$ cat config.mk
export PLATFORM = sky130hd
export DESIGN_NAME = rgb_fade_pwm
export DESIGN_NICKNAME = d
export VERILOG_FILES = /design/src/rtl/rgb_pkg.sv /design/src/rtl/rgb_pwm_channel.sv /design/src/rtl/rgb_fade_pwm.sv
export SDC_FILE = /design/constraint.sdc
export NUM_CORES = 1
export LEC_CHECK = 0
export CELL_PAD_IN_SITES_DETAIL_PLACEMENT = 1
export CELL_PAD_IN_SITES_GLOBAL_PLACEMENT = 1
export CORE_AREA = 5 5 165 88
export DETAILED_ROUTE_END_ITERATION = 10
export DIE_AREA = 0 0 170 93
export DONT_BUFFER_PORTS = 1
export GPL_TIMING_DRIVEN = 0
export PLACE_DENSITY_LB_ADDON = 0.1
export SYNTH_ARGS = -nofsm -noshare
export SYNTH_HDL_FRONTEND = slang
export SYNTH_SLANG_ARGS = --single-unit
$ cat constraint.sdc
create_clock -name clk -period 3.2 [get_ports clk]
set_clock_uncertainty 0.05 [all_clocks]
set_input_delay 0.64 -clock clk [delete_from_list [all_inputs] [get_ports clk]]
set_output_delay 0.64 -clock clk [all_outputs]
set_load 0.01 [all_outputs]
$ cat src/rtl/rgb_pkg.sv
// Shared definitions for the RGB fade/PWM output stage.
//   state_t      - fade controller states (ST_IDLE, ST_FADE)
//   CH_R/G/B     - channel indices into per-channel vectors in the top level
//   gamma_map()  - squared-brightness map, (cur*cur + 2^bits-1) >> bits,
//                  valid for bits <= 16; preserves 0, 1 and full scale.
package rgb_pkg;

  typedef enum logic {
    ST_IDLE = 1'b0,
    ST_FADE = 1'b1
  } state_t;

  localparam int CH_R = 0;
  localparam int CH_G = 1;
  localparam int CH_B = 2;

  function automatic logic [15:0] gamma_map(input logic [15:0] cur,
                                            input int unsigned bits);
    logic [31:0] sq;
    // Rounding up by 2^bits-1 keeps 1 -> 1 and full scale -> full scale.
    sq = ({16'b0, cur} * {16'b0, cur}) + ((32'd1 << bits) - 32'd1);
    return 16'(sq >> bits);
  endfunction

endpackage

$ cat src/rtl/rgb_pwm_channel.sv
// One colour channel of the RGB output stage.
// Holds the target and current intensity, steps the current value one LSB
// toward the target on each step tick, maps it to a duty (optionally through
// the gamma curve when RGB_GAMMA_EN is defined), shadows the duty at PWM
// period boundaries and drives a registered active-low LED pin.
// Ports:
//   clk, rst_n  - clock, asynchronous active-low reset
//   load        - capture target_in as the new target
//   step        - move current value one LSB toward the target
//   target_in   - requested intensity
//   pwm_cnt     - shared free-running PWM counter
//   at_target   - current value equals target
//   led         - PWM output, 0 = lit
module rgb_pwm_channel
  import rgb_pkg::*;
#(
  parameter int PWM_BITS = 8
) (
  input  logic                clk,
  input  logic                rst_n,
  input  logic                load,
  input  logic                step,
  input  logic [PWM_BITS-1:0] target_in,
  input  logic [PWM_BITS-1:0] pwm_cnt,
  output logic                at_target,
  output logic                led
);

  logic [PWM_BITS-1:0] target_q;
  logic [PWM_BITS-1:0] cur_q;
  logic [PWM_BITS-1:0] duty_q;
  logic [PWM_BITS-1:0] mapped;
  logic                led_q;

`ifdef RGB_GAMMA_EN
  assign mapped = PWM_BITS'(gamma_map(16'(cur_q), PWM_BITS));
`else
  assign mapped = cur_q;
`endif

  // NOTE: state registers use non-blocking assignments so every flop samples
  // the pre-edge values of its neighbours regardless of statement order.
  always_ff @(posedge clk or negedge rst_n) begin
    if (!rst_n) begin
      target_q <= '0;
      cur_q    <= '0;
      duty_q   <= '0;
      led_q    <= 1'b1;
    end else begin
      if (load) begin
        target_q <= target_in;
      end
      // The channel stops at its target, so the range ends are never crossed.
      if (step) begin
        if (cur_q < target_q) begin
          cur_q <= cur_q + PWM_BITS'(1);
        end else if (cur_q > target_q) begin
          cur_q <= cur_q - PWM_BITS'(1);
        end
      end
      // Duty only changes as the counter wraps, so no period is ever split.
      if (pwm_cnt == '1) begin
        duty_q <= mapped;
      end
      led_q <= ~(pwm_cnt < duty_q);
    end
  end

  assign at_target = (cur_q == target_q);
  assign led       = led_q;

endmodule

$ cat src/rtl/rgb_fade_pwm.sv
// RGB LED output stage: accepts 8-bit-per-channel colour targets on a
// valid/ready handshake, fades each channel linearly one LSB per FADE_DIV
// cycles toward its target and renders it as glitch-free active-low PWM.
// Optional build macro: RGB_GAMMA_EN (gamma-mapped duty instead of linear).
// Ports:
//   clk, rst_n                  - clock, asynchronous active-low reset
//   color_valid / color_ready   - target handshake (ready only while idle)
//   color_r / color_g / color_b - target intensity per channel, 0 = off
//   fade_busy                   - a fade is in progress
//   LED_R / LED_G / LED_B       - registered PWM pins, 0 = lit
module rgb_fade_pwm
  import rgb_pkg::*;
#(
  parameter int PWM_BITS = 8,
  parameter int FADE_DIV = 65536
) (
  input  logic                clk,
  input  logic                rst_n,
  input  logic                color_valid,
  output logic                color_ready,
  input  logic [PWM_BITS-1:0] color_r,
  input  logic [PWM_BITS-1:0] color_g,
  input  logic [PWM_BITS-1:0] color_b,
  output logic                fade_busy,
  output logic                LED_R,
  output logic                LED_G,
  output logic                LED_B
);

  localparam int               TMR_W      = (FADE_DIV > 1) ? $clog2(FADE_DIV) : 1;
  localparam logic [TMR_W-1:0] TMR_RELOAD = TMR_W'(FADE_DIV - 1);

  state_t              state_q;
  state_t              state_d;
  logic [TMR_W-1:0]    tmr_q;
  logic [PWM_BITS-1:0] pwm_cnt;
  logic                accept;
  logic                step;
  logic [2:0]          at_target;
  logic [2:0]          led;

  assign accept = color_valid & color_ready;
  assign step   = (state_q == ST_FADE) && (tmr_q == '0);

  always_ff @(posedge clk or negedge rst_n) begin
    if (!rst_n) begin
      state_q <= ST_IDLE;
    end else begin
      state_q <= state_d;
    end
  end

  // NOTE: every output of this block gets a default first so no path through
  // the case statement leaves a signal unassigned and infers a latch.
  always_comb begin
    state_d     = state_q;
    color_ready = 1'b0;
    fade_busy   = 1'b0;
    case (state_q)
      ST_IDLE: begin
        color_ready = 1'b1;
        if (color_valid) begin
          state_d = ST_FADE;
        end
      end
      ST_FADE: begin
        fade_busy = 1'b1;
        if (&at_target) begin
          state_d = ST_IDLE;
        end
      end
      default: state_d = ST_IDLE;
    endcase
  end

  // Step timer: counts FADE_DIV cycles per step, first step FADE_DIV cycles
  // after acceptance.
  always_ff @(posedge clk or negedge rst_n) begin
    if (!rst_n) begin
      tmr_q <= '0;
    end else if (accept) begin
      tmr_q <= TMR_RELOAD;
    end else if (state_q == ST_FADE) begin
      if (tmr_q == '0) begin
        tmr_q <= TMR_RELOAD;
      end else begin
        tmr_q <= tmr_q - TMR_W'(1);
      end
    end
  end

  always_ff @(posedge clk or negedge rst_n) begin
    if (!rst_n) begin
      pwm_cnt <= '0;
    end else begin
      pwm_cnt <= pwm_cnt + PWM_BITS'(1);
    end
  end

  rgb_pwm_channel #(.PWM_BITS(PWM_BITS)) u_ch_r (
    .clk       (clk),
    .rst_n     (rst_n),
    .load      (accept),
    .step      (step),
    .target_in (color_r),
    .pwm_cnt   (pwm_cnt),
    .at_target (at_target[CH_R]),
    .led       (led[CH_R])
  );

  rgb_pwm_channel #(.PWM_BITS(PWM_BITS)) u_ch_g (
    .clk       (clk),
    .rst_n     (rst_n),
    .load      (accept),
    .step      (step),
    .target_in (color_g),
    .pwm_cnt   (pwm_cnt),
    .at_target (at_target[CH_G]),
    .led       (led[CH_G])
  );

  rgb_pwm_channel #(.PWM_BITS(PWM_BITS)) u_ch_b (
    .clk       (clk),
    .rst_n     (rst_n),
    .load      (accept),
    .step      (step),
    .target_in (color_b),
    .pwm_cnt   (pwm_cnt),
    .at_target (at_target[CH_B]),
    .led       (led[CH_B])
  );

  assign LED_R = led[CH_R];
  assign LED_G = led[CH_G];
  assign LED_B = led[CH_B];

endmodule

==> flow_summary.html <==
<table>
<tr><th>Metric</th><th>Value</th></tr>
<tr><th colspan="2">Outcome</th></tr>
<tr><td>Status</td><td>completed</td></tr>
<tr><th colspan="2">STA</th></tr>
<tr><td>Max Clk Rate</td><td>between 300 and 400 MHz</td></tr>
<tr><td>Slew Limit Fails</td><td>0</td></tr>
<tr><td>Period utilisation layout</td><td>96.2%</td></tr>
<tr><td>Crit path time final</td><td>slightly above 3 ns</td></tr>
<tr><td>Hold violation count in the final report</td><td>0</td></tr>
<tr><td>Final setup slack of the worst path</td><td>approximately 0.12 ns</td></tr>
<tr><td>Relative slew slack</td><td>between 40 and 50%</td></tr>
<tr><td>Number of failing setup endpoints in the final timing report</td><td>0</td></tr>
<tr><td>Measured slew at the worst slew-check pin</td><td>a little under 0.8 ns</td></tr>
<tr><td>Worst Hold Slack</td><td>roughly 0.090 ns</td></tr>
<tr><th colspan="2">Setup path</th></tr>
<tr><td>Setup slack of the worst register-to-register path</td><td>0.12 ns</td></tr>
<tr><td>End of the worst register-to-register path</td><td>u_ch_b.cur_q[6]$_DFFE_PN0P_</td></tr>
<tr><td>Standard cell with the maximum stage delay on the critical path</td><td>dfrtp_2</td></tr>
<tr><td>Cell depth of the worst flop-to-flop path</td><td>11</td></tr>
<tr><td>Worst-path fanout max</td><td>7</td></tr>
<tr><td>Crit Path Category</td><td>reg -&gt; reg</td></tr>
<tr><td>Stage delay of the slowest cell on the critical path</td><td>~0.45 ns</td></tr>
<tr><td>Endpoint class of the critical path</td><td>register</td></tr>
<tr><td>Critical path launch point type</td><td>register</td></tr>
<tr><td>Worst EP required</td><td>3.38 ns</td></tr>
<tr><td>CP arrival</td><td>around 3.3 ns</td></tr>
<tr><td>Startpoint of the worst register-to-register path</td><td>u_ch_b.cur_q[1]$_DFFE_PN0P_</td></tr>
<tr><td>Series of cell instances along the critical path</td><td>ha_1 &gt; and3_1 &gt; a221o_1 &gt; a21o_4 &gt; fa_2 &gt; a21o_1 &gt; a21oi_2 &gt; o21bai_1 &gt; a21oi_1 &gt; xnor2_1 &gt; mux2_4</td></tr>
<tr><th colspan="2">Floorplanning</th></tr>
<tr><td>Total Die Area</td><td>15800 um2</td></tr>
<tr><td>Chip Width</td><td>about 170 um</td></tr>
<tr><td>Die Height</td><td>about 93 um</td></tr>
<tr><td>Starting density of the core</td><td>around 45%</td></tr>
<tr><td># rows</td><td>30</td></tr>
<tr><td>I/O pin total</td><td>32</td></tr>
<tr><td>Core Region</td><td>13000 um2</td></tr>
<tr><th colspan="2">Synth</th></tr>
<tr><td>Post-synthesis register bit count</td><td>100</td></tr>
<tr><td>Synth Area in Adders</td><td>between 10% and 20%</td></tr>
<tr><td>Post-synth EDFFs</td><td>0</td></tr>
<tr><td>Register area share after synthesis</td><td>between 40% and 50%</td></tr>
<tr><td>Synthesized net count</td><td>around 680</td></tr>
<tr><td>Syn avg cell area</td><td>between 9 and 10 um2</td></tr>
<tr><td>Complex-gate fraction of the synthesized area</td><td>approximately 17%</td></tr>
<tr><td>Mapped cell area</td><td>approximately 5800 um2</td></tr>
<tr><td>Share of synthesized registers carrying an async set or reset</td><td>100%</td></tr>
<tr><td>Post-synthesis simple-gate area fraction</td><td>about 11%</td></tr>
<tr><td>Dominant combinational cell family by area after synthesis</td><td>compound AO/OA/AOI/OAI gates</td></tr>
<tr><td>Distinct cells, synth</td><td>48</td></tr>
<tr><td>Xor/xnor share of the synthesized area</td><td>around 4.5%</td></tr>
<tr><td>Prevailing post-synth register cell</td><td>dfrtp_1</td></tr>
<tr><td>Count of mapped cells out of synthesis</td><td>just under 600</td></tr>
<tr><td>Warnings, synthesis</td><td>0</td></tr>
<tr><td>Mux cell area share after synthesis</td><td>under 10%</td></tr>
<tr><th colspan="2">Route</th></tr>
<tr><td>Number of vias in the routed layout</td><td>4247</td></tr>
<tr><td>Starting DRC count in detailed routing</td><td>199</td></tr>
<tr><td>Wire per inst</td><td>between 15 and 20 um</td></tr>
<tr><td>Via-to-Cell Ratio</td><td>between 5 and 6</td></tr>
<tr><td>Number of remaining DRC errors</td><td>0</td></tr>
<tr><td>Final antenna-violating net count</td><td>0</td></tr>
<tr><td>Total wirelength of the detailed-routed design</td><td>between 10000 and 15000 um</td></tr>
<tr><td>Pre-antenna DRT Iters</td><td>4</td></tr>
<tr><th colspan="2">Global routing</th></tr>
<tr><td>Number of global-route vias before repair</td><td>~4500</td></tr>
<tr><td>Global routing met3 resource utilization</td><td>approximately 3.7%</td></tr>
<tr><td>Busiest grt layer</td><td>met1</td></tr>
<tr><td>Met2 Track Usage GR</td><td>between 20 and 30%</td></tr>
<tr><td>Grt ovf</td><td>0</td></tr>
<tr><td>First-pass GRT wire length</td><td>23700 um</td></tr>
<tr><td>Largest net degree at the start of global routing</td><td>~100</td></tr>
<tr><td>Global-route met1 utilization</td><td>a little under a third</td></tr>
<tr><td>Antenna violations before repair</td><td>0</td></tr>
<tr><td>Total global-route track usage</td><td>between 10% and 20%</td></tr>
<tr><th colspan="2">Finish</th></tr>
<tr><td>Finished Layout Cells</td><td>roughly 780</td></tr>
<tr><td>Synthesis-to-layout area growth</td><td>10.7%</td></tr>
<tr><td>Multi-input logic area</td><td>a little over 3000 um2</td></tr>
<tr><td>Share of final-layout standard cells stronger than drive strength 1</td><td>around an eighth</td></tr>
<tr><td>Area taken by flip-flops and latches</td><td>2510 um2</td></tr>
<tr><td>Ant. Diodes</td><td>0</td></tr>
<tr><td>Filler instances</td><td>1447</td></tr>
<tr><td>Post-layout nets</td><td>699</td></tr>
<tr><th colspan="2">Clock tree</th></tr>
<tr><td>Number of sinks handled by clock tree synthesis</td><td>100</td></tr>
<tr><td>Number of H-tree branching levels</td><td>3</td></tr>
<tr><td>Number of buffers created by CTS</td><td>9</td></tr>
<tr><td>Maximum number of buffers from clock root to sink</td><td>2</td></tr>
<tr><td>Clock transition at path regs</td><td>around 0.070 ns</td></tr>
<tr><td>Clock tree from TritonCTS</td><td>done</td></tr>
<tr><td>Root Buffer</td><td>clkbuf_16</td></tr>
<tr><td>Clock latency on the worst-skew pair</td><td>approximately 0.34 ns</td></tr>
<tr><th colspan="2">Min path</th></tr>
<tr><td>Class of the most critical hold timing path</td><td>in -&gt; async</td></tr>
<tr><th colspan="2">Placed design</th></tr>
<tr><td>Routability congestion estimate</td><td>roughly 0.79</td></tr>
<tr><td>Cell count after placement</td><td>about 760</td></tr>
<tr><td>Post-DP HPWL</td><td>between 10000 and 15000 um</td></tr>
<tr><td>Post-placement worst setup slack</td><td>-0.146 ns</td></tr>
<tr><td>IO buf count</td><td>0</td></tr>
<tr><th colspan="2">Power</th></tr>
<tr><td>Power density cells</td><td>between 400 and 500 nW/um2</td></tr>
<tr><td>Leakage Power</td><td>around 3.0 nW</td></tr>
<tr><td>Worst VDD drop</td><td>~230 uV</td></tr>
<tr><th colspan="2">Job</th></tr>
<tr><td>Max Cap Viol</td><td>0</td></tr>
</table>
==> worst max-delay path by stage <==
stage               slack (ns)                     endpoint  depth (start not counted)                         from
CTS                       0.01  u_ch_b.cur_q[6]$_DFFE_PN0P_                         11  u_ch_b.cur_q[1]$_DFFE_PN0P_
finish                    0.12  u_ch_b.cur_q[6]$_DFFE_PN0P_                         11  u_ch_b.cur_q[1]$_DFFE_PN0P_
global placement         -0.05  u_ch_b.cur_q[6]$_DFFE_PN0P_                         11  u_ch_b.cur_q[1]$_DFFE_PN0P_
floorplan                 0.17  u_ch_b.cur_q[6]$_DFFE_PN0P_                         11  u_ch_b.cur_q[1]$_DFFE_PN0P_
detailed placement       -0.15  u_ch_g.cur_q[6]$_DFFE_PN0P_                         12  u_ch_g.cur_q[1]$_DFFE_PN0P_
global route             -0.05  u_ch_b.cur_q[7]$_DFFE_PN0P_                         11  u_ch_b.cur_q[1]$_DFFE_PN0P_
==> where the power goes <==
group          total [mW]  switching, mW  leakage (nW)  internal, mW
Clock                1.02          0.474         0.135         0.544
Combinational       0.272          0.161          1.60         0.110
Sequential           1.42         0.0692          1.26          1.35
==> cells by family (layout without fill, tap and decap cells) <==
logic type	after synthesis	count (layout)
AOI/OAI and AO/OA	161	161
xor gates and xnor gates	30	30
adders and majority gates	69	69
buffers and inverters	70	92
DFF	100	100
muxes	21	21
and+or+nand+nor	135	135
==> layer usage <==
metal	up-vias	routed length [um]	share of wire (%)
li1	2064	-	-
met1	2124	8000	55
met2	51	6030	42
met3	8	316	2.2
met4	0	104	0.72
met5	-	0	0
==> critical path: cells and delay by family (launching register included) <==
family | cells | cell delay (ns)
adder cells (fa/ha/maj) | 2 | 0.66
XOR/XNOR | 1 | 0.09
AO/OA/AOI/OAI | 6 | 1.28
multiplexers | 1 | 0.26
AND/OR/NAND/NOR | 1 | 0.20
flip-flops | 1 | 0.45
==> sequential cells by signal, indices dropped and copies added (netlist names) <==
register / count
pwm_cnt: 8
state_q: 1
tmr_q: 16
u_ch_b.cur_q: 8
u_ch_b.duty_q: 8
u_ch_b.led: 1
u_ch_b.target_q: 8
u_ch_g.cur_q: 8
u_ch_g.duty_q: 8
u_ch_g.led: 1
u_ch_g.target_q: 8
u_ch_r.cur_q: 8
u_ch_r.duty_q: 8
u_ch_r.led: 1
u_ch_r.target_q: 8
==> layout by cell type, fill, tap and decap left out, types with 4 or more instances in the layout <==
cell,Yosys,final
inv_1,56,56
a21oi_1,44,38
a21o_1,14,13
dfrtp_2,0,4
o21ai_0,56,55
xnor2_1,24,24
o31a_1,4,4
a31oi_1,10,10
xor2_1,6,6
nand2_1,61,61
o211ai_1,5,5
nand3_1,6,6
a21oi_2,0,6
clkbuf_16,0,9
ha_1,66,66
clkinv_2,0,4
buf_4,0,5
nand4_1,5,5
dfrtp_1,97,93
clkbuf_1,12,13
o21bai_1,5,5
mux2_4,5,5
mux2_2,15,15
o21a_1,8,8
nand2b_1,9,7
nor2_1,25,25
nor3_1,11,11
==> stage by stage <==
| step | setup TNS [ns] | total power, mW | instance area, um2 | util [%] |
|---|---|---|---|---|
| 3_3_place_gp | -0.111 | 1.65 | 6030 | 46.3 |
| 2_1_floorplan | 0 | 1.61 | 5810 | - |
| 6_report | 0 | 2.71 | 6430 | 49.4 |
| 3_5_place_dp | -0.486 | 1.68 | 6030 | 46.3 |
| 4_1_cts | 0 | 2.74 | 6360 | 48.8 |
| 5_1_grt | -0.0641 | 2.85 | 6430 | 49.4 |
==> Yosys cell counts (4+ instances only) <==
| cell | count | area (um2) |
|---|---|---|
| o211ai_1 | 5 | 37.5 |
| o31a_1 | 4 | 35.0 |
| o21ai_0 | 56 | 280 |
| a21o_1 | 14 | 105 |
| inv_1 | 56 | 210 |
| dfrtp_1 | 97 | 2430 |
| nor2_1 | 25 | 93.8 |
| nand3_1 | 6 | 30.0 |
| xor2_1 | 6 | 52.6 |
| mux2_2 | 15 | 169 |
| nand2_1 | 61 | 229 |
| mux2_4 | 5 | 75.1 |
| ha_1 | 66 | 826 |
| nor3_1 | 11 | 55.1 |
| nand4_1 | 5 | 31.3 |
| xnor2_1 | 24 | 210 |
| nand2b_1 | 9 | 56.3 |
| o21a_1 | 8 | 60.1 |
| a21oi_1 | 44 | 220 |
| a31oi_1 | 10 | 62.6 |
| o21bai_1 | 5 | 37.5 |
| clkbuf_1 | 12 | 45.0 |
==> cell type report <==
cell class	instances	share of cell area [%]
plain buffers	13	0.758
flip-flops and latches	100	39.0
well taps	176	3.42
multi-input cells	416	48.3
inverters	57	3.32
repair buffers	6	1.01
clock inverters	5	0.428
clock buffers	11	3.77
==> repair_timing <==
item                                    CTS  global route
pin swaps                                 1             7
resized for setup                        11            10
endpoints found under the hold margin    97             0
hold buffers                              1             0
endpoints found under the setup margin    5             6
buffers inserted                          0             5
Power figures use the tool's default switching activity.
